## config.mk

```make
export PLATFORM = sky130hd
export DESIGN_NAME = lsu_mem_wb
export DESIGN_NICKNAME = d
export VERILOG_FILES = /design/src/rtl/lsu_pkg.sv /design/src/rtl/lsu_lane_align.sv /design/src/rtl/lsu_mem_wb.sv
export SDC_FILE = /design/constraint.sdc
export NUM_CORES = 1
export LEC_CHECK = 0
export CORE_MARGIN = 3
export CORE_UTILIZATION = 42
export DETAILED_ROUTE_END_ITERATION = 7
export MAX_ROUTING_LAYER = met4
export PLACE_DENSITY = 0.83
export SYNTH_ARGS = -nofsm -noshare
export SYNTH_HDL_FRONTEND = slang
export SYNTH_SLANG_ARGS = --single-unit
```

## constraint.sdc

```tcl
create_clock -name clk -period 6.3 [get_ports clk]
set_input_delay 0.63 -clock clk [delete_from_list [all_inputs] [get_ports clk]]
set_output_delay 0.63 -clock clk [all_outputs]
set_load 0.01 [all_outputs]
```

## src/rtl/lsu_pkg.sv

```systemverilog
// Shared definitions for the load/store unit: op encoding, FSM states and
// the byte-enable helper used by the lane aligner.
package lsu_pkg;

  localparam logic [2:0] OP_NONE = 3'd0;
  localparam logic [2:0] OP_LB   = 3'd1;
  localparam logic [2:0] OP_LH   = 3'd2;
  localparam logic [2:0] OP_LW   = 3'd3;
  localparam logic [2:0] OP_SB   = 3'd4;
  localparam logic [2:0] OP_SH   = 3'd5;
  localparam logic [2:0] OP_SW   = 3'd6;

  // Widest byte-enable vector the helper can produce (DATA_W up to 512).
  localparam int BE_MAX = 64;

  typedef enum logic {
    ST_IDLE = 1'b0,
    ST_WAIT = 1'b1
  } lsu_state_e;

  function automatic logic op_is_load(input logic [2:0] op);
    return (op == OP_LB) || (op == OP_LH) || (op == OP_LW);
  endfunction

  function automatic logic op_is_store(input logic [2:0] op);
    return (op == OP_SB) || (op == OP_SH) || (op == OP_SW);
  endfunction

  // Byte enables for a store of the given op at byte lane 'lane' in a word
  // of 'nb' bytes. Loads and non-memory ops enable nothing.
  function automatic logic [BE_MAX-1:0] byte_en(input logic [2:0] op,
                                                input logic [5:0] lane,
                                                input int nb);
    logic [BE_MAX-1:0] be;
    case (op)
      OP_SB:   be = {{(BE_MAX-1){1'b0}}, 1'b1} << lane;
      OP_SH:   be = {{(BE_MAX-2){1'b0}}, 2'b11} << lane;
      OP_SW:   be = ~({BE_MAX{1'b1}} << nb);
      default: be = '0;
    endcase
    return be;
  endfunction

endpackage

```

## src/rtl/lsu_lane_align.sv

```systemverilog
// Combinational lane logic: store data replication, byte enables and
// load-lane extraction with sign/zero extension.
module lsu_lane_align
  import lsu_pkg::*;
#(
  parameter int DATA_W = 32,
  localparam int NB = DATA_W / 8,
  localparam int LANE_W = $clog2(DATA_W / 8)
) (
  input  logic [2:0]        op,
  input  logic              is_unsigned,
  input  logic [LANE_W-1:0] lane,
  input  logic [DATA_W-1:0] wdata,
  input  logic [DATA_W-1:0] rdata,
  output logic [NB-1:0]     be,
  output logic [DATA_W-1:0] wdata_rep,
  output logic [DATA_W-1:0] rdata_ext
);

  logic [BE_MAX-1:0] be_all;
  logic [DATA_W-1:0] rdata_shift;

  // Byte enables from the shared helper, trimmed to this word width.
  always_comb begin
    be_all = byte_en(op, 6'(lane), NB);
  end

  assign be = be_all[NB-1:0];

  if (NB < BE_MAX) begin : g_be_hi
    logic unused_be_hi;
    assign unused_be_hi = ^be_all[BE_MAX-1:NB];
  end

  // Replicate the right-aligned store datum across every lane so the
  // byte enables alone select where it lands.
  always_comb begin
    wdata_rep = '0;
    case (op)
      OP_SB:   wdata_rep = {NB{wdata[7:0]}};
      OP_SH:   wdata_rep = {(NB/2){wdata[15:0]}};
      OP_SW:   wdata_rep = wdata;
      default: wdata_rep = '0;
    endcase
  end

  // Bring the addressed lane down to bit 0, then mask and extend. Full-word
  // loads are always lane 0, so the shift leaves them untouched.
  always_comb begin
    rdata_shift = rdata >> {lane, 3'b000};
    rdata_ext   = '0;
    case (op)
      OP_LB: rdata_ext = {{(DATA_W-8){~is_unsigned & rdata_shift[7]}}, rdata_shift[7:0]};
      OP_LH: rdata_ext = {{(DATA_W-16){~is_unsigned & rdata_shift[15]}}, rdata_shift[15:0]};
      OP_LW: rdata_ext = rdata_shift;
      default: rdata_ext = '0;
    endcase
  end

endmodule

```

## src/rtl/lsu_mem_wb.sv

```systemverilog
// Load/store unit with MEM/WB output register. Drives a variable-latency
// data memory and stalls the pipeline while an access is outstanding.
// Optional feature macro: LSU_TIMEOUT_EN (ack timeout of TIMEOUT_CYC cycles).
//
// Memory handshake: mem_req is held high, with mem_we/mem_be/mem_addr/
// mem_wdata stable, until the cycle in which mem_ack is high; that cycle
// completes the access (mem_rdata is sampled with it). mem_ack may arrive in
// the same cycle mem_req first rises. mem_ack outside a request is ignored.
module lsu_mem_wb
  import lsu_pkg::*;
#(
  parameter int DATA_W      = 32,
  parameter int ADDR_W      = 32,
  parameter int REG_W       = 5,
  parameter int WB_W        = 2,
  parameter int TIMEOUT_CYC = 64
) (
  input  logic                clk,
  input  logic                reset,
  input  logic                in_valid,
  input  logic [2:0]          in_op,
  input  logic                in_unsigned,
  input  logic [ADDR_W-1:0]   in_addr,
  input  logic [DATA_W-1:0]   in_wdata,
  input  logic [WB_W-1:0]     in_wb_bus,
  input  logic [REG_W-1:0]    in_write_reg,
  input  logic                in_halt,
  output logic                stall,
  output logic                mem_req,
  output logic                mem_we,
  output logic [DATA_W/8-1:0] mem_be,
  output logic [ADDR_W-1:0]   mem_addr,
  output logic [DATA_W-1:0]   mem_wdata,
  input  logic [DATA_W-1:0]   mem_rdata,
  input  logic                mem_ack,
  output logic                out_valid,
  output logic [DATA_W-1:0]   out_rdata,
  output logic [ADDR_W-1:0]   out_addr,
  output logic [WB_W-1:0]     out_wb_bus,
  output logic [REG_W-1:0]    out_write_reg,
  output logic                out_halt,
  output logic                out_fault
);

  localparam int NB     = DATA_W / 8;
  localparam int LANE_W = $clog2(NB);

  lsu_state_e state_q, state_d;

  // Instruction captured when an access has to wait for its ack.
  logic [2:0]        op_q;
  logic              uns_q;
  logic [ADDR_W-1:0] addr_q;
  logic [DATA_W-1:0] wdata_q;
  logic [NB-1:0]     be_q;
  logic              we_q;
  logic [WB_W-1:0]   wb_q;
  logic [REG_W-1:0]  reg_q;
  logic              halt_q;
  logic              capture;

  // Next values of the MEM/WB output register.
  logic              ov_d, ofault_d, ohalt_d;
  logic [DATA_W-1:0] ordata_d;
  logic [ADDR_W-1:0] oaddr_d;
  logic [WB_W-1:0]   owb_d;
  logic [REG_W-1:0]  oreg_d;

  logic in_mem, in_mis, timed_out;
  logic [2:0]        al_op;
  logic              al_uns;
  logic [LANE_W-1:0] al_lane;
  logic [NB-1:0]     al_be;
  logic [DATA_W-1:0] al_wdata, al_rdata;

  function automatic logic [ADDR_W-1:0] word_addr(input logic [ADDR_W-1:0] a);
    return {a[ADDR_W-1:LANE_W], {LANE_W{1'b0}}};
  endfunction

  assign in_mem = op_is_load(in_op) || op_is_store(in_op);

  // An access is misaligned when any address bit below its size is set.
  always_comb begin
    in_mis = 1'b0;
    case (in_op)
      OP_LH, OP_SH: in_mis = in_addr[0];
      OP_LW, OP_SW: in_mis = |in_addr[LANE_W-1:0];
      default:      in_mis = 1'b0;
    endcase
  end

  // The aligner sees the live instruction in IDLE and the captured one in WAIT.
  assign al_op   = (state_q == ST_WAIT) ? op_q : in_op;
  assign al_uns  = (state_q == ST_WAIT) ? uns_q : in_unsigned;
  assign al_lane = (state_q == ST_WAIT) ? addr_q[LANE_W-1:0] : in_addr[LANE_W-1:0];

  lsu_lane_align #(.DATA_W(DATA_W)) u_align (
    .op          (al_op),
    .is_unsigned (al_uns),
    .lane        (al_lane),
    .wdata       (in_wdata),
    .rdata       (mem_rdata),
    .be          (al_be),
    .wdata_rep   (al_wdata),
    .rdata_ext   (al_rdata)
  );

`ifdef LSU_TIMEOUT_EN
  localparam int CNT_W = $clog2(TIMEOUT_CYC + 1);
  logic [CNT_W-1:0] to_cnt_q;

  // Count WAIT cycles; the last allowed cycle without an ack gives up.
  always_ff @(posedge clk or posedge reset) begin
    if (reset)                  to_cnt_q <= '0;
    else if (state_q == ST_WAIT) to_cnt_q <= to_cnt_q + 1'b1;
    else                        to_cnt_q <= '0;
  end

  assign timed_out = (state_q == ST_WAIT) && !mem_ack &&
                     (to_cnt_q == CNT_W'(TIMEOUT_CYC - 1));
`else
  localparam int unused_timeout_cyc = TIMEOUT_CYC;
  assign timed_out = 1'b0;
`endif

  // FSM state register.
  always_ff @(posedge clk or posedge reset) begin
    if (reset) state_q <= ST_IDLE;
    else       state_q <= state_d;
  end

  // Next state, memory interface, stall and output-register next values.
  // Reset is folded in so an asserted reset drops mem_req at once.
  always_comb begin
    state_d   = state_q;
    stall     = 1'b0;
    mem_req   = 1'b0;
    mem_we    = 1'b0;
    mem_be    = '0;
    mem_addr  = '0;
    mem_wdata = '0;
    capture   = 1'b0;
    ov_d      = 1'b0;
    ofault_d  = 1'b0;
    ordata_d  = '0;
    oaddr_d   = '0;
    owb_d     = '0;
    oreg_d    = '0;
    ohalt_d   = 1'b0;
    if (!reset) begin
      case (state_q)
        ST_IDLE: begin
          if (in_valid) begin
            if (in_mem && !in_mis) begin
              mem_req   = 1'b1;
              mem_we    = op_is_store(in_op);
              mem_be    = al_be;
              mem_addr  = word_addr(in_addr);
              mem_wdata = al_wdata;
              if (mem_ack) begin
                ov_d     = 1'b1;
                ordata_d = al_rdata;
                oaddr_d  = in_addr;
                owb_d    = in_wb_bus;
                oreg_d   = in_write_reg;
                ohalt_d  = in_halt;
              end else begin
                stall   = 1'b1;
                capture = 1'b1;
                state_d = ST_WAIT;
              end
            end else begin
              ov_d     = 1'b1;
              ofault_d = in_mis;
              oaddr_d  = in_addr;
              owb_d    = in_mis ? '0 : in_wb_bus;
              oreg_d   = in_write_reg;
              ohalt_d  = in_halt;
            end
          end
        end
        ST_WAIT: begin
          mem_req   = 1'b1;
          mem_we    = we_q;
          mem_be    = be_q;
          mem_addr  = word_addr(addr_q);
          mem_wdata = wdata_q;
          stall     = 1'b1;
          if (mem_ack) begin
            stall    = 1'b0;
            ov_d     = 1'b1;
            ordata_d = al_rdata;
            oaddr_d  = addr_q;
            owb_d    = wb_q;
            oreg_d   = reg_q;
            ohalt_d  = halt_q;
            state_d  = ST_IDLE;
          end else if (timed_out) begin
            stall    = 1'b0;
            ov_d     = 1'b1;
            ofault_d = 1'b1;
            oaddr_d  = addr_q;
            oreg_d   = reg_q;
            ohalt_d  = halt_q;
            state_d  = ST_IDLE;
          end
        end
        default: state_d = ST_IDLE;
      endcase
    end
  end

  // Capture the instruction and its shaped memory request on entry to WAIT.
  always_ff @(posedge clk or posedge reset) begin
    if (reset) begin
      op_q    <= OP_NONE;
      uns_q   <= 1'b0;
      addr_q  <= '0;
      wdata_q <= '0;
      be_q    <= '0;
      we_q    <= 1'b0;
      wb_q    <= '0;
      reg_q   <= '0;
      halt_q  <= 1'b0;
    end else if (capture) begin
      op_q    <= in_op;
      uns_q   <= in_unsigned;
      addr_q  <= in_addr;
      wdata_q <= al_wdata;
      be_q    <= al_be;
      we_q    <= op_is_store(in_op);
      wb_q    <= in_wb_bus;
      reg_q   <= in_write_reg;
      halt_q  <= in_halt;
    end
  end

  // MEM/WB output register: a completion or a bubble every cycle.
  always_ff @(posedge clk or posedge reset) begin
    if (reset) begin
      out_valid     <= 1'b0;
      out_fault     <= 1'b0;
      out_rdata     <= '0;
      out_addr      <= '0;
      out_wb_bus    <= '0;
      out_write_reg <= '0;
      out_halt      <= 1'b0;
    end else begin
      out_valid     <= ov_d;
      out_fault     <= ofault_d;
      out_rdata     <= ordata_d;
      out_addr      <= oaddr_d;
      out_wb_bus    <= owb_d;
      out_write_reg <= oreg_d;
      out_halt      <= ohalt_d;
    end
  end

endmodule

```

==> results of run 1 <==
-- power breakdown --
| group | switching (µW) | total, µW | internal, µW | leakage (µW) |
|---|---|---|---|---|
| Sequential | 116 | 1260 | 1150 | 0.00205 |
| Clock | 451 | 988 | 537 | 0.000264 |
| Combinational | 376 | 741 | 365 | 0.00227 |
| Total | 942 | 2990 | 2050 | 0.00459 |
-- worst max-delay path, stage by stage, from the launching register on --
cell             delay [ns]
dfrtp_4                0.83
nor2b_4                0.87
and2_2                 0.88
o211ai_1               0.17
a21oi_1                0.25
clkdlybuf4s50_1        0.58
-- synthesized netlist by cell type, types with 2 or more instances --
| cell type | n |
|---|---|
| o21ai_0 | 32 |
| mux2i_2 | 2 |
| o2bb2ai_1 | 15 |
| nand3_1 | 13 |
| buf_1 | 7 |
| mux2i_1 | 26 |
| dfrtp_1 | 156 |
| inv_1 | 3 |
| a311oi_1 | 3 |
| nor2_1 | 103 |
| nand3b_1 | 2 |
| o31ai_1 | 2 |
| and3b_1 | 2 |
| a22oi_1 | 78 |
| buf_4 | 2 |
| o22ai_1 | 2 |
| a31oi_1 | 2 |
| nor3_1 | 2 |
| a21oi_1 | 41 |
| o211ai_1 | 3 |
| nor2b_1 | 4 |
| buf_2 | 11 |
| clkbuf_1 | 46 |
| o21bai_1 | 2 |
| mux2_2 | 67 |
| nand2_1 | 123 |
| a32oi_1 | 2 |
| nand2b_1 | 2 |
| buf_6 | 3 |
| a22o_1 | 17 |
| nor3b_1 | 2 |
| a311oi_2 | 4 |
-- per-stage QoR --
step           cells  power, µW  setup WS, ns  hold slack, ns  area [µm²]
2_1_floorplan    801       1700          2.18           0.448        7870
3_3_place_gp    1226       1990          1.78           0.460       10500
3_5_place_dp    1226       2020          1.67           0.469       10500
4_1_cts         1258       3010          1.57           0.472       11100
5_1_grt         1258       3150          1.35           0.498       11100
6_report        1258       2990          1.64           0.433       11100
-- cell families (layout without fill, tap and decap cells) --
logic type               Yosys count  after routing  share of synthesized area [%]
other                              1              2                         0.0477
adder cells (fa/ha/maj)            1              1                          0.143
multiplexers                      95             95                           13.3
buffers and inverters             73            301                           4.04
XOR/XNOR                           1              1                          0.111
flip-flops                       156            156                           49.6
AND/OR/NAND/NOR                  262            262                           13.7
AO/OA/AOI/OAI                    211            211                           19.1
-- cell type report --
class | instances | area (µm²)
fill | 1535 | 7090
multi-input combinational | 572 | 3670
clock buffer | 20 | 457
inverter | 4 | 20.0
timing repair buffer | 265 | 2620
tap | 229 | 287
clock inverter | 12 | 101
sequential | 156 | 3910
-- worst min-delay path by stage --
stage               startpoint               end  slack [ns]  cells after the start
floorplan              be_q[0]           be_q[0]        0.45                      2
global placement       be_q[0]           be_q[0]        0.46                      2
detailed placement     be_q[2]           be_q[2]        0.47                      2
CTS                      reset  out_write_reg[3]        0.47                      2
global route             reset       wdata_q[20]        0.50                      2
finish                   reset  out_write_reg[0]        0.43                      2
-- layer usage --
metal / vias up / GRT usage [%] / routed length (µm)
met4: 0 / 7.25 / 586
met1: 3481 / 32.6 / 10400
li1: 3281 / - / -
met5: - / - / 0
met2: 328 / 38.4 / 11800
met3: 41 / 4.96 / 1880
==> flow_summary.ini, run 1 <==
[outcome]
outcome = finished clean

[logic_synthesis]
yosysUniqueCellTypes = 53
syn_area_mm2 = 0.00786
synthTopCellsByArea = dfrtp_1, mux2_2, a22oi_1
ys_seq_area_share_pct = 49.6
avgSynthCellArea_um2 = 9.83
yosys_warnings = 0
synth.top_cell.area_share_pct = 49.6
ys_ff_latch = 156
postSynth.topFlopCell = dfrtp_1
synth_edf_count = 0
async_flop_share_pct = 100
synth_cells = 800
synth_top_area_cell = dfrtp_1

[clocking]
clkTransAtPathRegs_ns = 0.07
cts_tree = built
insertion_delay_ns = 0.42
cts_setup_buffers = 0
cts_root_buf = clkbuf_16
cts_buffer_depth = 2
htreeDepth = 4
numCtsBuffers = 17
cts-hold-fix-buffers = 0
cts_sinks = 156
post_cts_resized = 0

[power_and_ir_drop]
ir_drop_v = 0.000187
leakage_uw = 0.00459
pwr_density_cell_mw_per_mm2 = 271

[flow_run]
max-cap-violations = 0

[routing]
routed_wirelength_um = 24700
firstDrtPassIters = 6
vias = 7131
drc = 0
wl_per_cell_um = 19.6
ant_nets = 0
drt_iter0_drc = 559
vias_per_cell = 5.67

[layout]
final_cell_mix = clkdlybuf4s50_1, dfrtp_1, nand2_1
diodes = 0
utilization_pct = 60.9
final_common_cell = clkdlybuf4s50_1
drive_gt1_share_pct = 12.5
area_delta_synth_final_pct = 40.7
final_nets = 1128

[worst_setup_path]
critPathMaxFanout = 76
critical_path_class = flop to primary output
crit_start = state_q
critPathRequiredTime_ns = 5.67
critPathCapture = mem_be[3]
start_kind = flop
r2r-start = state_q
rr_worst_depth = 4
endpoint_kind = primary output
rr_endpoint = addr_q[13]
rrSetupSlack_ns = 2.60
arrival_ns = 4.03

[global_routing]
grt_pass1_vias = 7139
track_usage_pct = 24.6
grt_pass1_wl_um = 38600
antenna_found_initial = 0
grt_max_degree = 105
overflow = 0

[timing]
maxSlewHeadroom_pct = 22.6
min_period_over_period_pct = 74.0
worstMarginPinSlew_ns = 1.16
min_period_ns = 4.66
hold_viol = 0
fmax_ghz = 0.215
slew_violations = 0
finClkSkew_ns = 0.0109
fin_tns_setup_ns = 0
setup_viol = 0
grt_setup_unrepaired = false

[placed_design]
place_congestion = 0.894
io_buffers = 254
dp_hpwl_um = 16700

[floorplan]
die_height_um = 143
die_area_mm2 = 0.0204
die_width_um = 143
initial_core_util_pct = 43.3
num_io_pins = 257
design.core.area_mm2 = 0.0181
rows = 49

[min_path]
min_path_type = input port to asynchronous set/reset pin
Note: power is estimated with default switching activity, not from simulation.
==> inputs of run 2 (changes only) <==
CORE_UTILIZATION = 47   (was 42)
PLACE_DENSITY = 0.88   (was 0.83)
clock period = 4.3 ns   (was 6.3 ns; I/O delays follow)
==> flow_summary.ini, run 2 (same netlist as run 1, synthesis figures left out) <==
[outcome]
outcome = finished clean

[layout]
final_nets = 1140
fill_cells = 1199
utilization_pct = 69.5
final_common_cell = clkdlybuf4s50_1
area_delta_synth_final_pct = 42.5
drive_gt1_share_pct = 13.4
diodes = 0
design_area_mm2 = 0.0112
final_cell_mix = clkdlybuf4s50_1, dfrtp_1, nand2_1

[worst_setup_path]
critPathMaxFanout = 9
slowest_delay_ns = 0.62
arrival_ns = 3.37
critical_path_class = input port to primary output
start_kind = input port
slowest_stage = clkdlybuf4s50_1
rrSetupSlack_ns = 1.75
endpoint_kind = primary output
r2r-start = state_q
critPathRequiredTime_ns = 3.87
cpMostUsedCell = clkdlybuf4s50_1
rr_endpoint = out_rdata[2]
rr_worst_depth = 5
crit_chain = clkdlybuf4s50_1 > maj3_2 > a221oi_4 > nand3_1 > nor3_2 > a22o_1 > clkdlybuf4s50_1

[power_and_ir_drop]
leakage_uw = 0.00468
totalPowerFinal_uw = 4560
pwr_density_cell_mw_per_mm2 = 407
ir_drop_v = 0.000314

[timing]
grt_setup_unrepaired = false
whs_ns = 0.0485
maxSlewHeadroom_pct = 37.6
slew_violations = 0
hold_viol = 0
fin_tns_setup_ns = 0
setup_viol = 0
finClkSkew_ns = 0.00555
worstMarginPinSlew_ns = 0.932
fmax_ghz = 0.263
min_period_ns = 3.80
min_period_over_period_pct = 88.5

[placed_design]
place_area_mm2 = 0.0106
place_congestion = 0.851
io_buffers = 254
dp_hpwl_um = 17000

[flow_run]
max-cap-violations = 0

[floorplan]
rows = 46
initial_core_util_pct = 48.8
die_area_mm2 = 0.0183
num_io_pins = 257
design.core.area_mm2 = 0.0161
die_height_um = 135
die_width_um = 135

[clocking]
post_cts_resized = 0
htreeDepth = 4
insertion_delay_ns = 0.42
cts_root_buf = clkbuf_16
cts_setup_buffers = 0
clkTransAtPathRegs_ns = 0.07
cts-hold-fix-buffers = 0
cts_sinks = 156
cts_tree = built
numCtsBuffers = 17
cts_buffer_depth = 2

[routing]
vias_per_cell = 5.72
firstDrtPassIters = 5
routed_wirelength_um = 24300
drc = 0
vias = 7188
wl_per_cell_um = 19.4
drt_iter0_drc = 598
ant_nets = 0

[global_routing]
antenna_found_initial = 0
grt_pass1_wl_um = 37900
grt_pass1_vias = 7172
grt_max_degree = 66
track_usage_pct = 27.1
overflow = 0

[min_path]
min_path_type = input port to asynchronous set/reset pin
## run 2: cell type report
type                            count  area, µm²  share of cell area (%)
Clock buffer                       20        447                    3.99
Clock inverter                     12        185                    1.65
Inverter                            4       20.0                   0.179
Multi-Input combinational cell    572       3670                    32.7
Sequential cell                   156       3910                    34.9
Tap cell                          216        270                    2.41
Timing Repair Buffer              277       2710                    24.2
## run 2: how the worst max path moves through the flow
stage,endpoint,slack [ns],startpoint
6_report,mem_wdata[1],0.50,in_addr[1]
5_1_grt,mem_wdata[6],0.36,in_addr[1]
4_1_cts,mem_wdata[1],0.50,in_addr[1]
3_5_place_dp,mem_wdata[1],0.53,in_addr[1]
3_3_place_gp,mem_wdata[6],0.60,in_addr[1]
2_1_floorplan,mem_wdata[0],0.58,reset
## run 2: report_power, final
group	leakage, µW	total [µW]	switching (µW)	internal, µW
Sequential	0.00205	1830	145	1680
Combinational	0.00233	1120	577	546
Clock	0.000299	1610	616	995
Total	0.00468	4560	1340	3230
## run 2: per-layer routing
layer  GRT usage [%]  up-vias  wire, µm
met1            34.6     3496      9930
met3            5.94       47      1920
li1                -     3303         -
met5               -        -         0
met4            9.41        0       605
met2            43.0      342     11900
## run 2: worst max-delay path: cells and delay by family
family | cells | cell delay, ns
adder cells (fa/ha/maj) | 1 | 0.42
AND/OR/NAND/NOR | 2 | 0.85
AO/OA/AOI/OAI | 2 | 0.50
buffers and inverters | 2 | 1.17
## run 2: per-stage QoR
step                      setup WS (ns)  instances
after floorplan                   0.576        801
after global placement            0.596       1225
after detailed placement          0.530       1225
after CTS                         0.505       1257
after global routing              0.365       1257
final                             0.496       1257
==> inputs of run 3 (changes only) <==
--- a/config.mk
+++ b/config.mk
@@ -9,2 +9,3 @@
 export CORE_UTILIZATION = 47
+export CTS_CLUSTER_DIAMETER = 30
 export DETAILED_ROUTE_END_ITERATION = 7
--- a/constraint.sdc
+++ b/constraint.sdc
@@ -3,2 +3,2 @@
 set_output_delay 0.43 -clock clk [all_outputs]
-set_load 0.01 [all_outputs]
+set_load 0.02 [all_outputs]
==> flow_summary.ini, run 3 (same netlist as run 1, synthesis figures left out) <==
[global_routing]
track_usage_pct = 26.4
grt_pass1_vias = 6915
antenna_found_initial = 0
overflow = 0
grt_max_degree = 75
grt_pass1_wl_um = 37100

[worst_setup_path]
slowest_delay_ns = 0.60
start_kind = input port
crit_buf_inv = 2
critPathMaxFanout = 10
cpMostUsedCell = clkdlybuf4s50_1
crit_chain = clkdlybuf4s50_1 > maj3_2 > a221oi_4 > nand3_1 > nor3_2 > a22o_1 > clkdlybuf4s50_1
path_delay_family = buffers and inverters
endpoint_kind = primary output
slowest_stage = clkdlybuf4s50_1
critPathRequiredTime_ns = 3.87
critical_path_class = input port to primary output
arrival_ns = 3.45

[layout]
fill_cells = 1207
drive_gt1_share_pct = 13.4
final_cell_mix = clkdlybuf4s50_1, dfrtp_1, nand2_1
final_nets = 1140
design_area_mm2 = 0.0112
diodes = 0
final_common_cell = clkdlybuf4s50_1
area_delta_synth_final_pct = 42.1

[routing]
vias_per_cell = 5.73
drc = 0
vias = 7208
routed_wirelength_um = 24100
ant_nets = 0
wl_per_cell_um = 19.2
firstDrtPassIters = 5
drt_iter0_drc = 507

[timing]
grt_setup_unrepaired = false
min_period_over_period_pct = 90.3
fin_tns_setup_ns = 0
setup_viol = 0
worstMarginPinSlew_ns = 0.940
hold_viol = 0
min_period_ns = 3.88
setup_ws_ns = 0.416
finClkSkew_ns = 0.00889
slew_violations = 0
fmax_ghz = 0.257
maxSlewHeadroom_pct = 37.1

[power_and_ir_drop]
pwr_density_cell_mw_per_mm2 = 403
totalPowerFinal_uw = 4500
clockPowerShare_pct = 33.2
cell_internal_pwr_uw = 3110
leakage_uw = 0.00466
ir_drop_v = 0.000276
seq_power_share_pct = 40.6
swShare_pct = 30.8
power_frac_comb_pct = 26.2
p_switching_uw = 1390

[floorplan]
die_height_um = 135
initial_core_util_pct = 48.8
design.core.area_mm2 = 0.0161
rows = 46
die_width_um = 135
die_area_mm2 = 0.0183
num_io_pins = 257

[placed_design]
io_buffers = 254
dp_hpwl_um = 16800
place_congestion = 0.847
dp_worst_setup_slack_ns = 0.453
place_area_mm2 = 0.0106

[clocking]
cts_root_buf = clkbuf_16
cts_buffer_depth = 2
htreeDepth = 4
post_cts_resized = 0
cts_setup_buffers = 0
cts-hold-fix-buffers = 0
cts_sinks = 156
clkTransAtPathRegs_ns = 0.06
cts_tree = built
numCtsBuffers = 17
insertion_delay_ns = 0.42

[flow_run]
max-cap-violations = 0

[outcome]
outcome = finished clean

[min_path]
min_path_type = input port to asynchronous set/reset pin
==> run 3: worst reg2reg max path, cell delays in order (launching register included) <==
cell	delay (ns)
dfrtp_2	0.69
buf_4	0.41
nor2b_2	0.11
buf_4	0.27
nand4_1	0.17
buf_4	0.58
mux2_2	0.45
==> run 3: path summary, 6_finish.rpt <==
kind | depth (start not counted) | endpoint | slack [ns] | start
worst max register to register | 6 | wdata_q[10] | 1.51 | state_q
worst min-delay path | 2 | wdata_q[30] | 0.02 | reset
min in group clk | 2 | be_q[0] | 0.49 | be_q[0]
worst min register to register | 2 | be_q[0] | 0.49 | be_q[0]
worst max-delay path | 7 | mem_wdata[7] | 0.42 | in_op[2]
max in group asynchronous | 4 | wdata_q[13] | 2.41 | reset
==> run 3: final cells by class <==
type                    count  area [µm²]  share of cell area, %
flip-flops and latches    156        3910                   35.0
multi-input cells         572        3670                   32.8
well taps                 216         270                   2.42
clock buffers              21         450                   4.03
clock inverters            11         135                   1.21
repair buffers            277        2720                   24.4
inverters                   4        20.0                  0.179
==> run 3: stage by stage <==
step           hold slack, ns  utilization [%]  std cells
5_1_grt                0.0400             69.3       1257
4_1_cts                0.0240             69.3       1257
6_report               0.0171             69.3       1257
3_5_place_dp            0.472             65.7       1225
3_3_place_gp            0.460             65.7       1225
2_1_floorplan           0.448                -        801
==> run 3: layer usage <==
layer / share of wire (%) / wire length (µm) / GRT usage, %
met5: 0 / 0 / -
met4: 2.7 / 639 / 8.73
met3: 8.4 / 2010 / 5.72
met2: 48 / 11500 / 41.6
met1: 41 / 9970 / 34.2
==> run 3: power by group through the flow <==
| stage | Clock, µW | Combinational [µW] | Sequential [µW] |
|---|---|---|---|
| floorplan | 0 | 702 | 1840 |
| global placement | 0 | 1140 | 1840 |
| detailed placement | 0 | 1170 | 1850 |
| CTS | 1520 | 1170 | 1820 |
| global route | 1580 | 1280 | 1850 |
| finish | 1490 | 1180 | 1830 |
